===== src/rtl/gcd_controller_if.sv =====
// Handshake and datapath-control bundle between the GCD controller, its requester and the GCD datapath.
// master = requester plus datapath side; slave = the controller.
interface gcd_controller_if #(
  parameter int WIDTH = 8,
  parameter int CNT_W = 8
);
  logic             start;
  logic             abort;
  logic [WIDTH-1:0] in1;
  logic [WIDTH-1:0] in2;
  logic             a_gt_b;
  logic             a_lt_b;
  logic             a_eq_b;
  logic             a_sel;
  logic             a_ld;
  logic             b_sel;
  logic             b_ld;
  logic             op_enb;
  logic             busy;
  logic             done;
  logic             err;
  logic [CNT_W-1:0] iter;

  modport master (
    output start, abort, in1, in2, a_gt_b, a_lt_b, a_eq_b,
    input  a_sel, a_ld, b_sel, b_ld, op_enb, busy, done, err, iter
  );

  modport slave (
    input  start, abort, in1, in2, a_gt_b, a_lt_b, a_eq_b,
    output a_sel, a_ld, b_sel, b_ld, op_enb, busy, done, err, iter
  );
endinterface


===== src/rtl/gcd_controller.sv =====
// Control FSM for the subtractive GCD datapath: sequences load/subtract/store strobes,
// checks operands and comparator flags, and bounds the number of subtract steps.
module gcd_controller #(
  parameter int WIDTH    = 8,
  parameter int MAX_ITER = 255,
  parameter int CNT_W    = 8
) (
  input  logic            clk,
  input  logic            rst,
  gcd_controller_if.slave bus
);
  localparam logic [2:0] S_IDLE  = 3'd0;
  localparam logic [2:0] S_LOAD  = 3'd1;
  localparam logic [2:0] S_CMP   = 3'd2;
  localparam logic [2:0] S_SUBA  = 3'd3;
  localparam logic [2:0] S_SUBB  = 3'd4;
  localparam logic [2:0] S_STORE = 3'd5;
  localparam logic [2:0] S_DONE  = 3'd6;
  localparam logic [2:0] S_ERR   = 3'd7;

  logic [2:0]       r_state, w_next;
  logic [CNT_W-1:0] r_iter;
  logic [WIDTH-1:0] w_in1, w_in2;
  logic             w_zero, w_one_flag, w_run, w_abort;
  logic             w_a_sel, w_a_ld, w_b_sel, w_b_ld, w_op_enb, w_busy, w_done, w_err;

  assign w_in1  = bus.in1;
  assign w_in2  = bus.in2;
  assign w_zero = (w_in1 == '0) || (w_in2 == '0);
  // XOR is set for one or three flags; the AND term rejects three.
  assign w_one_flag = (bus.a_gt_b ^ bus.a_lt_b ^ bus.a_eq_b) &
                      ~(bus.a_gt_b & bus.a_lt_b & bus.a_eq_b);
  assign w_run   = (r_state == S_LOAD) || (r_state == S_CMP) || (r_state == S_SUBA) ||
                   (r_state == S_SUBB) || (r_state == S_STORE);
  assign w_abort = bus.abort && w_run;

  always_comb begin
    w_next = r_state;
    case (r_state)
      S_IDLE:  if (bus.start) w_next = w_zero ? S_ERR : S_LOAD;
      S_LOAD:  w_next = S_CMP;
      S_CMP: begin
        if (!w_one_flag)                    w_next = S_ERR;
        else if (bus.a_eq_b)                w_next = S_STORE;
        else if (r_iter == CNT_W'(MAX_ITER)) w_next = S_ERR;
        else if (bus.a_gt_b)                w_next = S_SUBA;
        else                                w_next = S_SUBB;
      end
      S_SUBA, S_SUBB: w_next = S_CMP;
      S_STORE: w_next = S_DONE;
      default: w_next = S_IDLE;
    endcase
    if (w_abort) w_next = S_IDLE;
  end

  always_ff @(posedge clk or posedge rst) begin
    if (rst) begin
      r_state <= S_IDLE;
      r_iter  <= '0;
    end else begin
      r_state <= w_next;
      if (r_state == S_IDLE && bus.start && !w_zero)
        r_iter <= '0;
      else if ((r_state == S_SUBA || r_state == S_SUBB) && !w_abort && r_iter != '1)
        r_iter <= r_iter + 1'b1;
    end
  end

  // Moore decode: strobes depend on the registered state only, so reset drops them at once.
  always_comb begin
    w_a_sel  = 1'b0;
    w_a_ld   = 1'b0;
    w_b_sel  = 1'b0;
    w_b_ld   = 1'b0;
    w_op_enb = 1'b0;
    w_busy   = 1'b0;
    w_done   = 1'b0;
    w_err    = 1'b0;
    case (r_state)
      S_LOAD: begin
        w_a_sel = 1'b1; w_a_ld = 1'b1; w_b_sel = 1'b1; w_b_ld = 1'b1; w_busy = 1'b1;
      end
      S_CMP:   w_busy = 1'b1;
      S_SUBA:  begin w_a_ld = 1'b1; w_busy = 1'b1; end
      S_SUBB:  begin w_b_ld = 1'b1; w_busy = 1'b1; end
      S_STORE: begin w_op_enb = 1'b1; w_busy = 1'b1; end
      S_DONE:  w_done = 1'b1;
      S_ERR:   begin w_done = 1'b1; w_err = 1'b1; end
      default: ;
    endcase
  end

  assign bus.a_sel  = w_a_sel;
  assign bus.a_ld   = w_a_ld;
  assign bus.b_sel  = w_b_sel;
  assign bus.b_ld   = w_b_ld;
  assign bus.op_enb = w_op_enb;
  assign bus.busy   = w_busy;
  assign bus.done   = w_done;
  assign bus.err    = w_err;
  assign bus.iter   = r_iter;
endmodule


===== src/flat_wrapper.sv =====
// flat-port wrapper written by rule: the top's interface ports become plain ports
module gcd_controller_flat 
#(
  parameter int WIDTH    = 8,
  parameter int MAX_ITER = 255,
  parameter int CNT_W    = 8
)
  (clk, rst, bus_start, bus_abort, bus_in1, bus_in2, bus_a_gt_b, bus_a_lt_b, bus_a_eq_b, bus_a_sel, bus_a_ld, bus_b_sel, bus_b_ld, bus_op_enb, bus_busy, bus_done, bus_err, bus_iter);
  gcd_controller_if #(.WIDTH(WIDTH), .CNT_W(CNT_W)) bus_i ();
  input  logic clk;
  input  logic rst;
  input wire logic [$bits(bus_i.start)-1:0] bus_start;
  input wire logic [$bits(bus_i.abort)-1:0] bus_abort;
  input wire logic [$bits(bus_i.in1)-1:0] bus_in1;
  input wire logic [$bits(bus_i.in2)-1:0] bus_in2;
  input wire logic [$bits(bus_i.a_gt_b)-1:0] bus_a_gt_b;
  input wire logic [$bits(bus_i.a_lt_b)-1:0] bus_a_lt_b;
  input wire logic [$bits(bus_i.a_eq_b)-1:0] bus_a_eq_b;
  output wire logic [$bits(bus_i.a_sel)-1:0] bus_a_sel;
  output wire logic [$bits(bus_i.a_ld)-1:0] bus_a_ld;
  output wire logic [$bits(bus_i.b_sel)-1:0] bus_b_sel;
  output wire logic [$bits(bus_i.b_ld)-1:0] bus_b_ld;
  output wire logic [$bits(bus_i.op_enb)-1:0] bus_op_enb;
  output wire logic [$bits(bus_i.busy)-1:0] bus_busy;
  output wire logic [$bits(bus_i.done)-1:0] bus_done;
  output wire logic [$bits(bus_i.err)-1:0] bus_err;
  output wire logic [$bits(bus_i.iter)-1:0] bus_iter;
  assign bus_i.start = bus_start;
  assign bus_i.abort = bus_abort;
  assign bus_i.in1 = bus_in1;
  assign bus_i.in2 = bus_in2;
  assign bus_i.a_gt_b = bus_a_gt_b;
  assign bus_i.a_lt_b = bus_a_lt_b;
  assign bus_i.a_eq_b = bus_a_eq_b;
  assign bus_a_sel = bus_i.a_sel;
  assign bus_a_ld = bus_i.a_ld;
  assign bus_b_sel = bus_i.b_sel;
  assign bus_b_ld = bus_i.b_ld;
  assign bus_op_enb = bus_i.op_enb;
  assign bus_busy = bus_i.busy;
  assign bus_done = bus_i.done;
  assign bus_err = bus_i.err;
  assign bus_iter = bus_i.iter;
  gcd_controller #(.WIDTH(WIDTH), .MAX_ITER(MAX_ITER), .CNT_W(CNT_W)) u_core (.clk(clk), .rst(rst), .bus(bus_i));
endmodule

===== config.mk =====
export PLATFORM = sky130hd
export DESIGN_NAME = gcd_controller_flat
export DESIGN_NICKNAME = d
export VERILOG_FILES = /design/src/rtl/gcd_controller_if.sv /design/src/rtl/gcd_controller.sv /design/src/flat_wrapper.sv
export SDC_FILE = /design/constraint.sdc
export NUM_CORES = 1
export LEC_CHECK = 0
export BUFFER_PORTS_ARGS = -buffer_cell sky130_fd_sc_hd__buf_2
export CAP_MARGIN = 10
export CORE_MARGIN = 1.5
export CORE_UTILIZATION = 39
export CTS_CLUSTER_SIZE = 25
export DETAILED_ROUTE_END_ITERATION = 7
export GPL_TIMING_DRIVEN = 0
export PLACE_DENSITY = 0.8
export SYNTH_ARGS = -nofsm -noshare
export SYNTH_HDL_FRONTEND = slang
export SYNTH_SLANG_ARGS = --single-unit

===== constraint.sdc =====
create_clock -name clk -period 3.25 [get_ports clk]
set_input_delay 0.4875 -clock clk [delete_from_list [all_inputs] [get_ports clk]]
set_output_delay 0.4875 -clock clk [all_outputs]
set_load 0.01 [all_outputs]

==> results.sh, run 1 <==
export IMPL_num_antenna_cells=0
export IMPL_rsz0062_at_grt="no"
export IMPL_status="complete, no violations"
export IMPL_drt_iter0_drc=15
export IMPL_viasPerCell=5.39
export IMPL_wl_per_cell_um=12.0
export IMPL_ys_types=37
export IMPL_setup_viol=0
export IMPL_cts_tree="built"
export IMPL_ys_flop_type="dfrtp_1"
export IMPL_fp_coreArea_um2=1940
export IMPL_gr_total_overflow=0
export IMPL_hold_viol=0
export IMPL_fp_dieH_um=48.0
export IMPL_critPathLaunchType="flip-flop"
export IMPL_worst_slack_ps=1320
export IMPL_crit_required_ps=2760
export IMPL_ant_nets=0
export IMPL_fp_dieArea_um2=2310
export IMPL_final_nets=161
export IMPL_leakage_nw=0.538
export IMPL_row_count=16
export IMPL_drt_pass1_iter_count=4
export IMPL_root_buffer="clkbuf_4"
export IMPL_power_density_nw_per_um2=503
export IMPL_fp_dieW_um=48.0
export IMPL_cts_resized=0
export IMPL_syn_avg_cell_area_um2=8.50
export IMPL_clock_latency_ps=280
export IMPL_track_usage_pct=17.6
export IMPL_holdWs_ps=188
export IMPL_maxSlewHeadroom_pct=69.3
export IMPL_grt_max_degree=12
export IMPL_cp_max_fo=10
export IMPL_fin_skew_ps=5.44
export IMPL_drt_total_wl_um=1950
export IMPL_path_class="reg -> out"
export IMPL_cts_sinks=11
export IMPL_place_detailed_hpwl_um=1520
export IMPL_synth_fp_nets=118
export IMPL_cts_setup_buffers=0
export IMPL_max_vdd_ir_drop_v=0.000247
export IMPL_clock_path_buffers=2
export IMPL_grt_antenna_before_repair=0
export IMPL_cp_end_kind="output port"
export IMPL_synth_seq_cells=11
export IMPL_max_freq_ghz=0.519
export IMPL_start_util_pct=40.7
export IMPL_arrival_ps=1440
export IMPL_cts_buffers=3
export IMPL_vias=873
export IMPL_synth_warnings=0
export IMPL_grt_pass1_wl_um=2800
export IMPL_syn_area_um2=791
export IMPL_path_clk_slew_ps=70
export IMPL_port_buffers=38
export IMPL_io_pins=39
export IMPL_postCtsHoldBufs=0
export IMPL_netlist_instances=93
export IMPL_drive_gt1_share_pct=36.3
export IMPL_cts_htree_levels=1
export IMPL_hold_path_class="in -> async"
export IMPL_period_minus_slack_ps=1930
export IMPL_dp_cells=158
export IMPL_place_gp_congestion=0.781
export IMPL_n_fill_cell=187
export IMPL_async_flop_share_pct=100
export IMPL_drc_errors=0
export IMPL_stdcell_count=162
export IMPL_tns_ps=0
export IMPL_design_area_um2=1040
export IMPL_tightest_slew_ps=458
export IMPL_ys_seq_area_share_pct=34.8
export IMPL_drv_cap=0
export IMPL_area_growth_pct=31.6
export IMPL_synth_edff_count=0
export IMPL_pre_cts_ws_ps=1340
export IMPL_post_route_period_util_pct=59.2
export IMPL_slew_viol_final=0
export IMPL_first_global_vias=687
export IMPL_dpl_cell_area_um2=1010
==> cells in the final DEF, fill, tap and decap left out, drive strengths merged, types with 4 or more instances in the layout <==
cell,netlist,routed
nor3,5,5
inv,4,4
a21oi,7,7
dfrtp,11,11
buf,3,41
o21ai,6,6
nand2,6,6
clkbuf,1,5
nand3,4,4
or4,4,4
nor2,8,8
==> power by group <==
group | switching [mW] | internal [mW]
registers | 0.0114 | 0.156
logic | 0.139 | 0.121
clock network | 0.0497 | 0.0477
total | 0.200 | 0.324
==> cells in the mapped netlist, drive strengths merged (3+ instances only) <==
| cell type | n | area [µm²] |
|---|---|---|
| dfrtp | 11 | 275 |
| nor2 | 8 | 30.0 |
| and3 | 3 | 18.8 |
| inv | 4 | 15.0 |
| nor3 | 5 | 30.0 |
| buf | 3 | 23.8 |
| o21ai | 6 | 30.0 |
| a31oi | 3 | 18.8 |
| a21oi | 7 | 35.0 |
| o31ai | 3 | 22.5 |
| or4 | 4 | 30.0 |
| nand3 | 4 | 20.0 |
| nand2 | 6 | 22.5 |
==> per-stage QoR <==
step                power [mW]  utilization, %
finish                   0.524            53.6
global route             0.564            53.6
CTS                      0.525            53.6
detailed placement       0.430            52.3
global placement         0.422            52.3
floorplan                0.348               -
==> final cells by class <==
type,count,area [µm²],area share [%]
buffer,4,27.5,2.64
tap,27,33.8,3.25
clock buffer,4,26.3,2.52
timing repair buffer,38,190,18.3
inverter,4,15.0,1.44
sequential,11,275,26.4
multi-input combinational,74,473,45.4
==> logic make-up (layout without fill, tap and decap cells) <==
group | Yosys count | count (layout) | synth area share (%)
compound gates | 23 | 23 | 17.6
xor+xnor | 1 | 1 | 1.11
fa+ha+maj | 2 | 2 | 3.16
buf+inv | 8 | 50 | 5.38
flops | 11 | 11 | 34.8
mux | 2 | 2 | 2.53
simple gates | 46 | 46 | 35.4
==> metal layers <==
metal | GRT usage [%] | vias up | part of all wire, %
met5 | 0 | - | 0
met4 | 7.03 | 0 | 1.5
met3 | 3.40 | 5 | 5.7
met2 | 29.1 | 36 | 48
met1 | 22.5 | 394 | 44
li1 | - | 438 | -
==> final timing paths <==
| path | start | end | slack (ps) | cells after the start |
|---|---|---|---|---|
| setup / recovery | u_core.r_state[2]$_DFFE_PP0P_ | bus_b_sel | 1320 | 5 |
| hold / removal | rst | u_core.r_state[0]$_DFFE_PP0P_ | 190 | 2 |
| setup reg to reg | u_core.r_state[2]$_DFFE_PP0P_ | u_core.bus.iter[5]$_DFFE_PP0P_ | 1410 | 4 |
| hold reg to reg | u_core.bus.iter[2]$_DFFE_PP0P_ | u_core.bus.iter[2]$_DFFE_PP0P_ | 580 | 1 |
| max in group asynchronous | rst | u_core.bus.iter[7]$_DFFE_PP0P_ | 2760 | 2 |
| min in group clk | bus_abort | u_core.r_state[0]$_DFFE_PP0P_ | 470 | 2 |
==> flip-flops by register name (all words and copies together), names as in the netlist <==
name	count
u_core.bus.iter	8
u_core.r_state	3
==> worst max-delay path, cell delays in order, from the launching register on <==
cell	delay, ps
dfrtp_1	340
clkbuf_1	320
nor2b_1	90
nor2b_1	150
buf_4	120
buf_2	120
Note: power is estimated with default switching activity, not from simulation.
==> run 2, diff against run 1 <==
==> constraint.sdc (replaced) <==
create_clock -name clk -period 1.8 [get_ports clk]
set_input_delay 0.27 -clock clk [delete_from_list [all_inputs] [get_ports clk]]
set_output_delay 0.27 -clock clk [all_outputs]
set_load 0.01 [all_outputs]
==> run 2 against run 1 <==
  * Global-route usage barely moved
  * Wire length is 0.31% higher
  * Highest routed layer unchanged
  * Via count down 0.57%
  * Worst setup slack got worse by 1200 ps
  * Register-to-register slack worse by 1300 ps
  * Cell count is 0.62% higher
  * Combinational power up 86%
  * Clock skew down 3.1 ps
  * Critical endpoint is now u_core.bus.iter[5]$_DFFE_PP0P_
  * Critical path depth down 1
  * Core utilization is 1.2 points higher
  * Worst hold slack improved by 79 ps
  * Largest cell class unchanged
  * Count of clock-buffer cells in the layout is the same
==> results.sh, run 2 (synthesized netlist as in run 1, its figures left out) <==
export IMPL_status="complete, no violations"
export IMPL_cts_buffers=3
export IMPL_num_antenna_cells=0
export IMPL_fin_skew_ps=2.37
export IMPL_hold_path_class="in -> reg"
export IMPL_track_usage_pct=17.6
export IMPL_rsz0062_at_grt="no"
export IMPL_final_cell_mix="buf_2 (39), dfrtp_1 (11), nor2_1 (8), a21oi_1 (7)"
export IMPL_drive_gt1_share_pct=37.5
export IMPL_crit_required_ps=1950
export IMPL_period_minus_slack_ps=1680
export IMPL_dpl_cell_area_um2=1010
export IMPL_grt_max_degree=12
export IMPL_post_route_util_pct=54.8
export IMPL_port_buffers=38
export IMPL_pre_cts_ws_ps=-6.85
export IMPL_fp_dieH_um=48.0
export IMPL_clock_latency_ps=280
export IMPL_power_density_nw_per_um2=905
export IMPL_place_gp_congestion=0.781
export IMPL_clock_path_buffers=2
export IMPL_fp_dieW_um=48.0
export IMPL_wl_per_cell_um=12.0
export IMPL_grt_antenna_before_repair=0
export IMPL_drt_total_wl_um=1960
export IMPL_setup_viol=0
export IMPL_area_growth_pct=34.5
export IMPL_place_detailed_hpwl_um=1520
export IMPL_drc_errors=0
export IMPL_leakage_nw=0.547
export IMPL_start_util_pct=40.7
export IMPL_worst_slack_ps=122
export IMPL_tightest_slew_ps=426
export IMPL_final_nets=162
export IMPL_maxSlewHeadroom_pct=71.6
export IMPL_hold_viol=0
export IMPL_viasPerCell=5.33
export IMPL_cts_tree="built"
export IMPL_final_common_cell="buf_2"
export IMPL_root_buffer="clkbuf_4"
export IMPL_vias=868
export IMPL_ant_nets=0
export IMPL_largest_reg_flops=8
export IMPL_cp_max_fo=10
export IMPL_path_class="reg -> reg"
export IMPL_fp_dieArea_um2=2310
export IMPL_cts_sinks=11
export IMPL_drv_cap=0
export IMPL_cp_end_kind="flip-flop"
export IMPL_first_global_vias=686
export IMPL_drt_iter0_drc=16
export IMPL_critPathLaunchType="flip-flop"
export IMPL_io_pins=39
export IMPL_holdWs_ps=267
export IMPL_drt_pass1_iter_count=4
export IMPL_post_route_period_util_pct=93.2
export IMPL_fp_coreArea_um2=1940
export IMPL_grt_pass1_wl_um=2800
export IMPL_arrival_ps=1830
export IMPL_path_clk_slew_ps=70
export IMPL_cts_htree_levels=1
export IMPL_max_freq_ghz=0.596
export IMPL_design_area_um2=1060
export IMPL_gr_total_overflow=0
export IMPL_slew_viol_final=0
export IMPL_row_count=16
export IMPL_max_vdd_ir_drop_v=0.000449
run 2: cell types whose count changed in the layout (fill, tap and decap cells not counted):
cell,delta
a211oi_1,-1
a211oi_2,+1
clkbuf_1,-1
clkbuf_2,+1
dlygate4sd3_1,+1
nor3_2,-1
nor3_4,+1
run 2: cell type report:
cell class	instances	area (µm²)
fillers	181	878
multi-input cells	74	484
flip-flops and latches	11	275
repair buffers	39	200
well taps	27	33.8
plain buffers	4	28.8
clock buffers	4	26.3
inverters	4	15.0
run 2: stage by stage:
stage | total power, mW | std cells | TNS, ps
final | 0.962 | 163 | 0
after global routing | 1.03 | 163 | 0
after CTS | 0.958 | 163 | 0
after detailed placement | 0.777 | 158 | -7.73
after global placement | 0.762 | 158 | 0
after floorplan | 0.628 | 93 | 0
run 2: per-layer routing:
| layer | GRT usage (%) | part of all wire (%) |
|---|---|---|
| met1 | 22.8 | 46 |
| met2 | 28.8 | 47 |
| met3 | 3.40 | 5.4 |
| met4 | 7.03 | 1.4 |
| met5 | 0 | 0 |
run 2: critical path: stages, from the launching register on:
cell      delay [ps]
dfrtp_1          370
clkbuf_2         180
or4b_4           560
nor3_4           330
nor4_1           110
run 2: worst paths after layout:
path / startpoint / end / slack [ps] / cells after the start
hold reg to reg: u_core.bus.iter[2]$_DFFE_PP0P_ / u_core.bus.iter[2]$_DFFE_PP0P_ / 580 / 1
hold / removal: bus_abort / u_core.r_state[0]$_DFFE_PP0P_ / 270 / 2
max in group asynchronous: rst / u_core.bus.iter[7]$_DFFE_PP0P_ / 990 / 3
setup reg to reg: u_core.r_state[2]$_DFFE_PP0P_ / u_core.bus.iter[5]$_DFFE_PP0P_ / 120 / 4
setup / recovery: u_core.r_state[2]$_DFFE_PP0P_ / u_core.bus.iter[5]$_DFFE_PP0P_ / 120 / 4
min in group asynchronous: rst / u_core.r_state[0]$_DFFE_PP0P_ / 520 / 3
run 2: power by group:
part / switching, mW / internal, mW
logic: 0.255 / 0.227
clock network: 0.0928 / 0.0862
registers: 0.0201 / 0.281
total: 0.368 / 0.594
run 2: what timing repair did:
action,CTS,global route
resized for setup,1,3
hold buffers,1,0
endpoints found under the hold margin,11,0
setup endpoints to repair,3,3
buffers inserted,0,0
